### config.mk
export PLATFORM = sky130hd
export DESIGN_NAME = uart_tx_fifo
export DESIGN_NICKNAME = d
export VERILOG_FILES = /design/src/rtl/uart_tx_fifo.sv
export SDC_FILE = /design/constraint.sdc
export NUM_CORES = 1
export LEC_CHECK = 0
export BUFFER_PORTS_ARGS = -buffer_cell sky130_fd_sc_hd__buf_2
export CELL_PAD_IN_SITES_DETAIL_PLACEMENT = 0
export CELL_PAD_IN_SITES_GLOBAL_PLACEMENT = 1
export CORE_AREA = 2 2 88 90
export CTS_CLUSTER_SIZE = 8
export DETAILED_ROUTE_END_ITERATION = 8
export DIE_AREA = 0 0 90 92
export PLACE_DENSITY_LB_ADDON = 0.1
export RECOVER_POWER = 25
export SKIP_CTS_REPAIR_TIMING = 1
export SYNTH_ARGS = -nofsm -noshare
export SYNTH_HDL_FRONTEND = slang
export SYNTH_SLANG_ARGS = --single-unit
### constraint.sdc
create_clock -name clk -period 3.2 [get_ports clk]
set_clock_uncertainty 0.05 [all_clocks]
set_input_delay 0.32 -clock clk [delete_from_list [all_inputs] [get_ports clk]]
set_output_delay 0.32 -clock clk [all_outputs]
set_load 0.03 [all_outputs]
### src/rtl/uart_tx_fifo.sv
// uart_tx_fifo: host-side word FIFO feeding the UART TX core. Each stored word
// is launched as a one-cycle tx_data_valid pulse with tx_p_data held stable
// for the whole frame. Launches are paced by the core's registered tx_busy.
// A launch that tx_busy never acknowledges is re-pulsed after a timeout.
// Optional feature macro: TX_FIFO_OVF_EN adds the sticky wr_overflow output.
module uart_tx_fifo #(
  parameter int DATA_WIDTH   = 8,
  parameter int DEPTH        = 8,
  parameter int ADDR_WIDTH   = 3,
  parameter int BUSY_TIMEOUT = 4
) (
  input  logic                  clk,
  input  logic                  rst,
  input  logic [DATA_WIDTH-1:0] wr_data,
  input  logic                  wr_en,
  output logic                  full,
  output logic                  empty,
  output logic [ADDR_WIDTH:0]   count,
  input  logic                  tx_busy,
  output logic                  tx_data_valid,
  output logic [DATA_WIDTH-1:0] tx_p_data
`ifdef TX_FIFO_OVF_EN
  ,
  output logic                  wr_overflow
`endif
);

  localparam int CNT_W = $clog2(BUSY_TIMEOUT);

  typedef enum logic [1:0] {
    S_IDLE      = 2'd0,
    S_LAUNCH    = 2'd1,
    S_WAIT_BUSY = 2'd2,
    S_WAIT_DONE = 2'd3
  } state_t;

  state_t                  state_q, state_d;
  logic [ADDR_WIDTH:0]     rd_ptr_q, rd_ptr_d;
  logic [ADDR_WIDTH:0]     wr_ptr_q, wr_ptr_d;
  logic                    valid_q, valid_d;
  logic [DATA_WIDTH-1:0]   pdata_q, pdata_d;
  logic [CNT_W-1:0]        cnt_q, cnt_d;
  logic [DATA_WIDTH-1:0]   mem_q [DEPTH];
  logic                    pop;
  logic                    wr_accept;

  // Occupancy flags derived from the registered pointers
  always_comb begin
    count = wr_ptr_q - rd_ptr_q;
    empty = (wr_ptr_q == rd_ptr_q);
    full  = (wr_ptr_q[ADDR_WIDTH] != rd_ptr_q[ADDR_WIDTH]) &&
            (wr_ptr_q[ADDR_WIDTH-1:0] == rd_ptr_q[ADDR_WIDTH-1:0]);
  end

  // Launcher next-state: pop on launch from idle, re-pulse on busy timeout
  always_comb begin
    state_d = state_q;
    valid_d = 1'b0;
    pdata_d = pdata_q;
    cnt_d   = cnt_q;
    pop     = 1'b0;
    case (state_q)
      S_IDLE: begin
        if (!empty && !tx_busy) begin
          state_d = S_LAUNCH;
          valid_d = 1'b1;
          pdata_d = mem_q[rd_ptr_q[ADDR_WIDTH-1:0]];
          pop     = 1'b1;
        end
      end
      S_LAUNCH: begin
        state_d = S_WAIT_BUSY;
        cnt_d   = '0;
      end
      S_WAIT_BUSY: begin
        if (tx_busy) begin
          state_d = S_WAIT_DONE;
        end else if (cnt_q == CNT_W'(BUSY_TIMEOUT - 1)) begin
          state_d = S_LAUNCH;
          valid_d = 1'b1;
        end else begin
          cnt_d = cnt_q + 1'b1;
        end
      end
      S_WAIT_DONE: begin
        if (!tx_busy) state_d = S_IDLE;
      end
      default: state_d = S_IDLE;
    endcase
  end

  // Pointer updates; full is judged before any same-edge pop
  always_comb begin
    wr_accept = wr_en && !full;
    wr_ptr_d  = wr_ptr_q;
    rd_ptr_d  = rd_ptr_q;
    if (wr_accept) wr_ptr_d = wr_ptr_q + 1'b1;
    if (pop)       rd_ptr_d = rd_ptr_q + 1'b1;
  end

  // Control and pointer registers
  always_ff @(posedge clk or posedge rst) begin
    if (rst) begin
      state_q  <= S_IDLE;
      rd_ptr_q <= '0;
      wr_ptr_q <= '0;
      valid_q  <= 1'b0;
      pdata_q  <= '0;
      cnt_q    <= '0;
    end else begin
      state_q  <= state_d;
      rd_ptr_q <= rd_ptr_d;
      wr_ptr_q <= wr_ptr_d;
      valid_q  <= valid_d;
      pdata_q  <= pdata_d;
      cnt_q    <= cnt_d;
    end
  end

  // Storage array; contents need no reset since pointers gate visibility
  always_ff @(posedge clk) begin
    if (wr_accept) mem_q[wr_ptr_q[ADDR_WIDTH-1:0]] <= wr_data;
  end

  assign tx_data_valid = valid_q;
  assign tx_p_data     = pdata_q;

`ifdef TX_FIFO_OVF_EN
  logic ovf_q, ovf_d;

  // Sticky flag for any write attempted while full
  always_comb begin
    ovf_d = ovf_q | (wr_en & full);
  end

  // Overflow register
  always_ff @(posedge clk or posedge rst) begin
    if (rst) ovf_q <= 1'b0;
    else     ovf_q <= ovf_d;
  end

  assign wr_overflow = ovf_q;
`endif

endmodule
==> results of run 1 <==
-- metal layers --
layer | vias to the layer above | track usage (%) | wire (um)
met4 | 0 | 7.31 | 91
li1 | 860 | - | -
met1 | 890 | 23.5 | 3020
met5 | - | 0 | 0
met2 | 31 | 27.8 | 3130
met3 | 9 | 3.78 | 218
-- power by group through the flow --
stage	registers, uW	logic, uW	clock network, uW
finish	1580	1580	751
global route	1620	1710	822
CTS	1590	1610	772
detailed placement	1610	1600	0
global placement	1590	1580	0
floorplan	1650	1120	0
-- metrics by stage --
stage               instance area, um2  hold WS [ns]  total power (uW)  worst slack [ns]  cells
floorplan                         3530         0.247              2780             0.559    209
global placement                  3790         0.416              3170             0.872    338
detailed placement                3790         0.426              3210             0.749    338
CTS                               3990        0.0910              3970             0.735    354
global route                      3980         0.125              4150             0.614    354
finish                            3980        0.0655              3910             0.809    354
-- worst max-delay path: cells and delay by family (launching register included) --
family	cells	cell delay [ns]
adders and majority gates	1	0.35
and+or+nand+nor	3	0.95
AOI/OAI and AO/OA	1	0.22
DFF	1	0.46
-- layout make-up --
| class | count | area [um2] | area share [%] |
|---|---|---|---|
| multi-input cells | 105 | 975 | 24.5 |
| flip-flops and latches | 85 | 2450 | 61.5 |
| inverters | 10 | 37.5 | 0.943 |
| well taps | 102 | 128 | 3.21 |
| clock buffers | 10 | 128 | 3.21 |
| clock inverters | 6 | 70.1 | 1.76 |
| repair buffers | 36 | 195 | 4.90 |
-- kinds of logic after synthesis --
group	synth area share, %
flip-flops	69.3
AND/OR/NAND/NOR	5.14
multiplexers	13.6
AO/OA/AOI/OAI	3.68
buffers and inverters	3.12
XOR/XNOR	2.44
adder cells (fa/ha/maj)	2.69
-- final timing paths --
check / startpoint / end / slack [ns] / cells after the start
max in group asynchronous: rst / rd_ptr_q[3] / 2.53 / 2
min in group clk: tx_busy / tx_data_valid / 0.16 / 2
min reg2reg: tx_p_data[0] / tx_p_data[0] / 0.44 / 2
min: rst / tx_p_data[4] / 0.07 / 2
max: wr_ptr_q[2] / mem_q[4][5] / 0.81 / 5
max reg2reg: wr_ptr_q[2] / mem_q[4][5] / 0.81 / 5
-- registers in the layout (all words and copies together), names as in the netlist --
signal / count
mem_q: 64
wr_ptr_q: 4
tx_p_data: 8
cnt_q: 2
rd_ptr_q: 4
tx_data_valid: 1
state_q: 2
-- layout by cell type, fill, tap and decap left out, drive strengths merged, types with 8 or more instances in the layout --
| cell type | count |
|---|---|
| nor2 | 13 |
| mux4 | 16 |
| nand2 | 20 |
| edfxtp | 64 |
| o21ai | 12 |
| dfrtp | 21 |
| buf | 28 |
| mux2i | 8 |
| inv | 12 |
| clkbuf | 18 |
==> results.md, run 1 <==
- Wirelength per Cell: 18.3 um
- H-Tree Depth: 3
- Setup violations, final: 0
- Worst Setup Start Kind: register
- CTS tree: built
- Sequential share of the synthesized area: 69.3%
- Grt total ovfl: 0
- Vias in the first global route: around 1,900
- Peak VDD IR: 337 uV
- Final Slew Violations: 0
- Least-Margin Pin Slew: ~0.8 ns
- Fin nets: 266
- Critical Path Slowest Stage Cell: nor2_1
- Placer Congestion: 0.825
- Gate power share: 40.3%
- Switching power: 1490 uW
- Initial drt markers: between 100 and 150
- Clk buf depth: 2
- Vias: 1,790
- Top post-synthesis cells by count: edfxtp_1, dfrtp_1, nand2_1
- Worst path max stage delay: 0.61 ns
- Final wirelength: 6470 um
- Arrival time worst endpoint: 2.32 ns
- Fmax: 418 MHz
- Cell taking the most area after synthesis: edfxtp_1
- Clock-pin slew on the worst setup and hold paths: roughly 0.080 ns
- Setup tns final: 0 ns
- Net count after synthesis: 228
- Antenna violations before repair: 0
- Yosys top cell area share: 54.4%
- Worst path cell trace: ha_1 -> nand3_1 -> o21a_1 -> nand2_1 -> nor2_1
- Leakage: 0.00154 uW
- Clock power share: about a fifth
- Status: finished, final reports clean
- Sw Ratio: 38.1%
- Synth Register Bits: between 80 and 90
- Pre-antenna DRT Iters: 4
- Synthesis Warnings: 0
- WS Path Type: register to register
- CP endpoint kind: register
- Synth top area cells: edfxtp_1, dfrtp_1, mux4_1, mux4_2, mux2i_1
- IO buf count: 26
- Slew headroom: between 40% and 50%
- Diode count: 0
- Top FF cell, synth: edfxtp_1
- Die Area: 0.00828 mm2
- Final Util: 53.4%
- Avg Cell Area, Syn: 16.9 um2
- Max_cap viols: 0
- Initial Util: 47.4%
- Die height: 92 um
- Number of remaining DRC errors: 0
- Largest net degree at the start of global routing: 22
- Share of post-route cells with drive strength above 1: 21.4%
- Crit path required time: between 3 and 4 ns
- Fillers: 642
- Post-synth ARST share: roughly a quarter
- Area growth syn-to-layout: 12.7%
- Cell with the most instances after synthesis: edfxtp_1
- Min Tclk post-route: ~2.4 ns
- Worst Hold Class: primary input to asynchronous set/reset pin
- Die X: 90 um
- Final Hold Viols: 0
- Post-route ant nets: 0
- First-pass GRT wire length: 10,400 um
- Placeable Area: 0.00745 mm2
- CTS Buf Count: 9
- Yosys cell types: 34
- Critical path peak fanout: 8
- Top-level I/O count: 27
- Synth Cell Area: 0.00353 mm2
- Post-synth EDFFs: 64
- CTS sink cnt: 85
- Worst-Skew Late Latency: between 0.3 and 0.4 ns
- Via/cell ratio: between 5 and 6
- Detail Placement HPWL: 4610 um
- Root buffer cell: clkbuf_8
- Synth Instances: 209
- Final period util: roughly 75%
- Total internal power: 2420 uW
- Row cnt: 32
- Overall Global Routing Usage: between 10% and 20%
- Sequential share of power: 40.5%
- RSZ-0062 raised after global routing: false
- P per Cell Area: slightly below 1000 mW/mm2
Note: power is estimated with default switching activity, not from simulation.
==> run 2, diff against run 1 <==
==> constraint.sdc (replaced) <==
create_clock -name clk -period 2.3 [get_ports clk]
set_clock_uncertainty 0.05 [all_clocks]
set_input_delay 0.23 -clock clk [delete_from_list [all_inputs] [get_ports clk]]
set_output_delay 0.23 -clock clk [all_outputs]
set_load 0.03 [all_outputs]
==> run 2 against run 1 <==
  * The flow now finishes with violations (negative hold slack)
  * Clock power rose by 42%
  * Sequential share of layout area shrank 1.1 points
  * Clock-buffer cell count decreased by 1
  * First-iteration DRC count up 37%
  * Via count rose by 3.1%
  * Die area is the same
  * Non-clock buffer count rose by 4
  * Flip-flop and latch count unchanged
  * Power up 40%
  * Cell count increased by 1.1%
  * Utilization increased by 1.0 points
  * Critical path type is now register to output pin
  * Critical endpoint is now count[3]
==> results.md, run 2 (same netlist as run 1, synthesis figures left out) <==
- Post-route ant nets: 0 (unchanged)
- Top-level I/O count: 27 (unchanged)
- Antenna violations before repair: 0 (unchanged)
- Worst Setup Start Kind: register
- Via/cell ratio: 5.16 (+2.0%)
- Slew headroom: 42.3% (-3.7 points)
- Register area: 0.00245 mm2 (unchanged)
- Fin nets: 270 (+1.5%)
- Max_cap viols: 0 (unchanged)
- Final Slew Violations: 0 (unchanged)
- Critical Path Slowest Stage Cell: dfrtp_1
- Root buffer cell: clkbuf_8
- Area growth syn-to-layout: 14.8%
- Leakage: 0.00158 uW (+2.5%)
- Worst Hold Class: primary input to asynchronous set/reset pin
- Wirelength per Cell: 17.4 um (-5.0%)
- CTS tree: built
- Setup tns final: 0 ns (unchanged)
- Setup violations, final: 0 (unchanged)
- Die Area: 0.00828 mm2 (unchanged)
- Placeable Area: 0.00745 mm2 (unchanged)
- CTS Buf Count: 9 (unchanged)
- Initial Util: 47.4% (unchanged)
- Post-Layout Cell Count: 358 (+1.1%)
- Number of remaining DRC errors: 0 (unchanged)
- Placer Congestion: 0.783 (-5.0%)
- Final wirelength: 6210 um (-3.9%)
- IO buf count: 26 (unchanged)
- Peak VDD IR: 548 uV (+63%)
- Worst-Skew Late Latency: 0.35 ns (about the same)
- Arrival time worst endpoint: 1.87 ns (-0.45 ns)
- Final worst setup slack: 0.148 ns (-0.662 ns)
- CP endpoint kind: output pin
- Status: finished with violations
- Inst Count DP: 342 (+1.2%)
- Vias in the first global route: 1,921 (+1.1%)
- CTS sink cnt: 85 (unchanged)
- Detail Placement HPWL: 4190 um (-9.1%)
- Most common cell after layout, fill and taps aside: edfxtp_1
- Worst path max stage delay: 0.54 ns (-0.07 ns)
- Largest register FFs: 64 (unchanged)
- Grt total ovfl: 0 (unchanged)
- Fillers: 636 (-0.93%)
- Final period util: 93.6%
- Least-Margin Pin Slew: 0.865 ns (+0.0551 ns)
- Final Util: 54.5% (+1.0 points)
- Pre-CTS WS: 0.191 ns (-0.558 ns)
- Pwr Total: 5470 uW (+40%)
- Overall Global Routing Usage: 16.7% (-0.70 points)
- Row cnt: 32 (unchanged)
- Clk buf depth: 2 (unchanged)
- RSZ-0062 raised after global routing: false
- Commonest non-fill, non-tap cells in the layout: edfxtp_1, dfrtp_1, nand2_1, buf_2, buf_4
- Die height: 92 um (unchanged)
- Failing checks: negative hold slack
- P per Cell Area: 1350 mW/mm2 (+37%)
- Critical path peak fanout: 7 (-1)
- Diode count: 0 (unchanged)
- Final Hold Viols: 12 (+12)
- Pre-antenna DRT Iters: 4 (unchanged)
- H-Tree Depth: 3 (unchanged)
- Largest net degree at the start of global routing: 22 (unchanged)
- Initial drt markers: 158 (+37%)
- Die X: 90 um (unchanged)
- Fmax: about 460 MHz
- Share of post-route cells with drive strength above 1: 25.0% (+3.6 points)
- WS Path Type: register to output pin
- Clock-pin slew on the worst setup and hold paths: 0.10 ns (+0.02 ns)
- First-pass GRT wire length: 10,200 um (-2.1%)
- Worst path cell trace: ha_1 -> a21o_1 -> a21oi_1 -> xnor2_1 -> buf_2
- Area taken by multi-input logic gates: 991 um2 (+1.7%)
- Min Tclk post-route: 2.15 ns
- Vias: 1,846 (+3.1%)
- Crit path required time: 2.02 ns (-1.11 ns)
- Hold slack final: -0.0101 ns (-0.0756 ns)
-- run 2: changes by cell type in the layout (fill, tap and decap cells not counted) --
cell and change:
inv_8 +1, clkinv_4 +3, inv_6 -1, buf_2 +2, clkbuf_1 -3, buf_12 +1, buf_4 +3, clkinvlp_4 -1
nor3_2 +1, inv_1 -1, nor3_4 +1, nor3_1 -2
-- run 2: worst max-delay path: cells and delay by family, from the launching register on --
family | cells | cell delay (ns)
AOI/OAI and AO/OA | 2 | 0.32
xor gates and xnor gates | 1 | 0.13
adders and majority gates | 1 | 0.31
buffers and inverters | 1 | 0.21
DFF | 1 | 0.54
-- run 2: through the flow --
step | instance area (um2) | hold WS (ns)
after floorplan | 3550 | 0.157
after global placement | 3850 | 0.378
after detailed placement | 3850 | 0.405
after CTS | 4060 | 0.0101
after global routing | 4060 | 0.0265
final | 4060 | -0.0101
-- run 2: layer usage --
layer / track usage, % / up-vias / wire [um]
met2: 27.8 / 35 / 3130
met5: 0 / - / 0
li1: - / 870 / -
met4: 6.15 / 0 / 85
met3: 4.44 / 8 / 246
met1: 21.3 / 933 / 2750
-- run 2: final timing paths --
kind                         startpoint             to  slack [ns]  cells after the start
setup / recovery            wr_ptr_q[1]       count[3]        0.15                      5
hold / removal                      rst   tx_p_data[5]       -0.01                      2
setup reg to reg            wr_ptr_q[1]    rd_ptr_q[1]        0.15                      5
hold reg to reg            tx_p_data[2]   tx_p_data[2]        0.43                      2
max in group asynchronous           rst   tx_p_data[2]        1.66                      2
min in group clk                tx_busy  tx_data_valid        0.05                      2
-- run 2: report_power, final --
group	leakage, uW	internal, uW	total (uW)	switching, uW
clock network	0.000107	520	1070	554
registers	0.000839	2000	2180	184
logic	0.000630	898	2220	1320
total	0.00158	3410	5470	2060
-- run 2: layout make-up --
| class | instances | area share (%) |
|---|---|---|
| multi-input cells | 105 | 24.4 |
| flip-flops and latches | 85 | 60.4 |
| clock inverters | 7 | 2.07 |
| well taps | 102 | 3.15 |
| inverters | 10 | 1.02 |
| clock buffers | 9 | 3.05 |
| repair buffers | 40 | 5.92 |
==> run 3, diff against run 2 <==
--- a/config.mk
+++ b/config.mk
@@ -13,7 +13,7 @@
 export DETAILED_ROUTE_END_ITERATION = 8
 export DIE_AREA = 0 0 90 92
 export PLACE_DENSITY_LB_ADDON = 0.1
-export RECOVER_POWER = 25
+export RECOVER_POWER = 50
 export SKIP_CTS_REPAIR_TIMING = 1
 export SYNTH_ARGS = -nofsm -noshare
 export SYNTH_HDL_FRONTEND = slang
==> run 3 against run 2 <==
  * The run still ends with negative hold slack left
  * Cell area decreased by 0.25%
  * Via count increased by 0.70%
  * Global-route usage unchanged
  * Non-clock buffer count unchanged
  * First-iteration DRC count decreased by 1.3%
==> results.md, run 3 (same netlist as run 1, synthesis figures left out) <==
- Die height: 92 um (unchanged)
- Worst Hold Class: primary input to asynchronous set/reset pin
- Gate power share: 40.3% (-0.2 points)
- Number of remaining DRC errors: 0 (unchanged)
- Largest net degree at the start of global routing: 22 (unchanged)
- IO buf count: 26 (unchanged)
- Die X: 90 um (unchanged)
- Fillers: 638 (+0.31%)
- P per Cell Area: 1350 mW/mm2 (about the same)
- Placer Congestion: 0.783 (unchanged)
- Post-route ant nets: 0 (unchanged)
- Failing checks: negative hold slack
- Via/cell ratio: 5.19 (+0.70%)
- Slew headroom: 41.9% (-0.40 points)
- CTS sink cnt: 85 (unchanged)
- Grt total ovfl: 0 (unchanged)
- Worst R2R Setup Slack: 0.15 ns (about the same)
- Diode count: 0 (unchanged)
- Clock power share: 19.7% (about the same)
- Leakage: 0.00155 uW (-1.7%)
- Wirelength per Cell: 17.4 um (+0.16%)
- CTS tree: built
- CP endpoint kind: output pin
- Pre-antenna DRT Iters: 4 (unchanged)
- Die Area: 0.00828 mm2 (unchanged)
- Least-Margin Pin Slew: 0.871 ns (+0.00593 ns)
- Area growth syn-to-layout: 14.5%
- Most common cell after layout, fill and taps aside: edfxtp_1
- Initial Util: 47.4% (unchanged)
- Crit path required time: 2.02 ns (about the same)
- Critical Path Start: wr_ptr_q[1]
- Switching power: 2060 uW (about the same)
- R2R cell count: 5 (unchanged)
- Sequential share of power: 40.0% (about the same)
- Peak VDD IR: 548 uV (-0.15%)
- Fin nets: 270 (unchanged)
- Final wirelength: 6220 um (+0.16%)
- Top-level I/O count: 27 (unchanged)
- Hold slack final: -0.00754 ns (+0.00259 ns)
- Post-Layout Cell Count: 358 (unchanged)
- Detail Placement HPWL: 4190 um (unchanged)
- Max_cap viols: 0 (unchanged)
- Setup violations, final: 0 (unchanged)
- Fmax: 464 MHz (about the same)
- Final Hold Viols: 8 (-4)
- Sw Ratio: 37.7% (+0.085 points)
- Worst Setup Start Kind: register
- Vias: 1,859 (+0.70%)
- RSZ-0062 raised after global routing: false
- Vias in the first global route: 1,921 (unchanged)
- Worst-Skew Late Latency: 0.35 ns (about the same)
- Final worst setup slack: 0.147 ns (-0.000628 ns)
- Clock-pin slew on the worst setup and hold paths: 0.10 ns (about the same)
- Total internal power: 3400 uW (-0.39%)
- Share of post-route cells with drive strength above 1: 21.9% (-3.1 points)
- Clk buf depth: 2 (unchanged)
- Root buffer cell: clkbuf_8
- Commonest non-fill, non-tap cells in the layout: edfxtp_1, dfrtp_1, nand2_1
- Final period util: 93.6% (about the same)
- Largest register FFs: 64 (unchanged)
- CTS Buf Count: 9 (unchanged)
- Arrival time worst endpoint: 1.87 ns (about the same)
- WS Path Type: register to output pin
- Row cnt: 32 (unchanged)
- H-Tree Depth: 3 (unchanged)
- Pre-CTS WS: 0.191 ns (unchanged)
- Placeable Area: 0.00745 mm2 (unchanged)
- FF-to-FF Start: wr_ptr_q[1]
- Final Slew Violations: 0 (unchanged)
- Inst Count DP: 342 (unchanged)
- Status: finished with violations
- Min Tclk post-route: 2.15 ns (+0.000628 ns)
- Initial drt markers: 156 (-1.3%)
- Overall Global Routing Usage: 16.7% (unchanged)
- First-pass GRT wire length: 10,200 um (unchanged)
- Antenna violations before repair: 0 (unchanged)
- R2R Path End: rd_ptr_q[1]
- Critical path peak fanout: 7 (unchanged)
==> run 3: cell types whose count changed in the layout (fill, tap and decap cells not counted), sizes merged <==
cell,delta
buf,-8
clkbuf,+8
==> run 3: worst max-delay path, stage by stage (launching register included) <==
cell     delay, ns
dfrtp_1       0.54
ha_1          0.31
a21o_1        0.16
a21oi_1       0.16
xnor2_1       0.13
buf_2         0.21
==> run 3: cell type report <==
class                           instances  area (um2)  area share (%)
Clock buffer                            9         124            3.06
Tap cell                              102         128            3.15
Inverter                               10        41.3            1.02
Sequential cell                        85        2450            60.5
Clock inverter                          7        83.8            2.07
Timing Repair Buffer                   40         230            5.69
Multi-Input combinational cell        105         991            24.5
==> run 3: per-layer routing <==
layer / share of wire [%] / global-route usage (%) / routed length (um) / vias up
met5: 0 / 0 / 0 / -
met4: 1.4 / 6.15 / 85 / 0
met3: 3.2 / 4.44 / 198 / 8
met2: 51 / 27.8 / 3150 / 33
met1: 45 / 21.3 / 2790 / 947
li1: - / - / - / 871
==> run 3: power groups by stage <==
stage,clock (uW),combinational (uW),sequential [uW]
2_1_floorplan,0,1570,2310
3_3_place_gp,0,2210,2200
3_5_place_dp,0,2250,2220
4_1_cts,1110,2260,2190
5_1_grt,1190,2410,2230
6_report,1070,2200,2180
==> run 3: per-stage QoR <==
step / hold slack [ns] / utilization, % / area, um2 / power (uW) / TNS [ns]
detailed placement: 0.405 / 51.8 / 3850 / 4470 / 0
floorplan: 0.157 / - / 3550 / 3890 / -5.68
global route: 0.0265 / 54.3 / 4050 / 5830 / 0
CTS: 0.0101 / 54.6 / 4060 / 5550 / 0
global placement: 0.378 / 51.8 / 3850 / 4410 / 0
finish: -0.00754 / 54.3 / 4050 / 5460 / 0
==> run 3: worst max-delay path by stage <==
stage	end	slack [ns]
3_3_place_gp	rd_ptr_q[1]	0.27
6_report	count[3]	0.15
5_1_grt	count[3]	0.02
4_1_cts	count[3]	0.12
3_5_place_dp	rd_ptr_q[1]	0.19
2_1_floorplan	mem_q[4][0]	-0.13
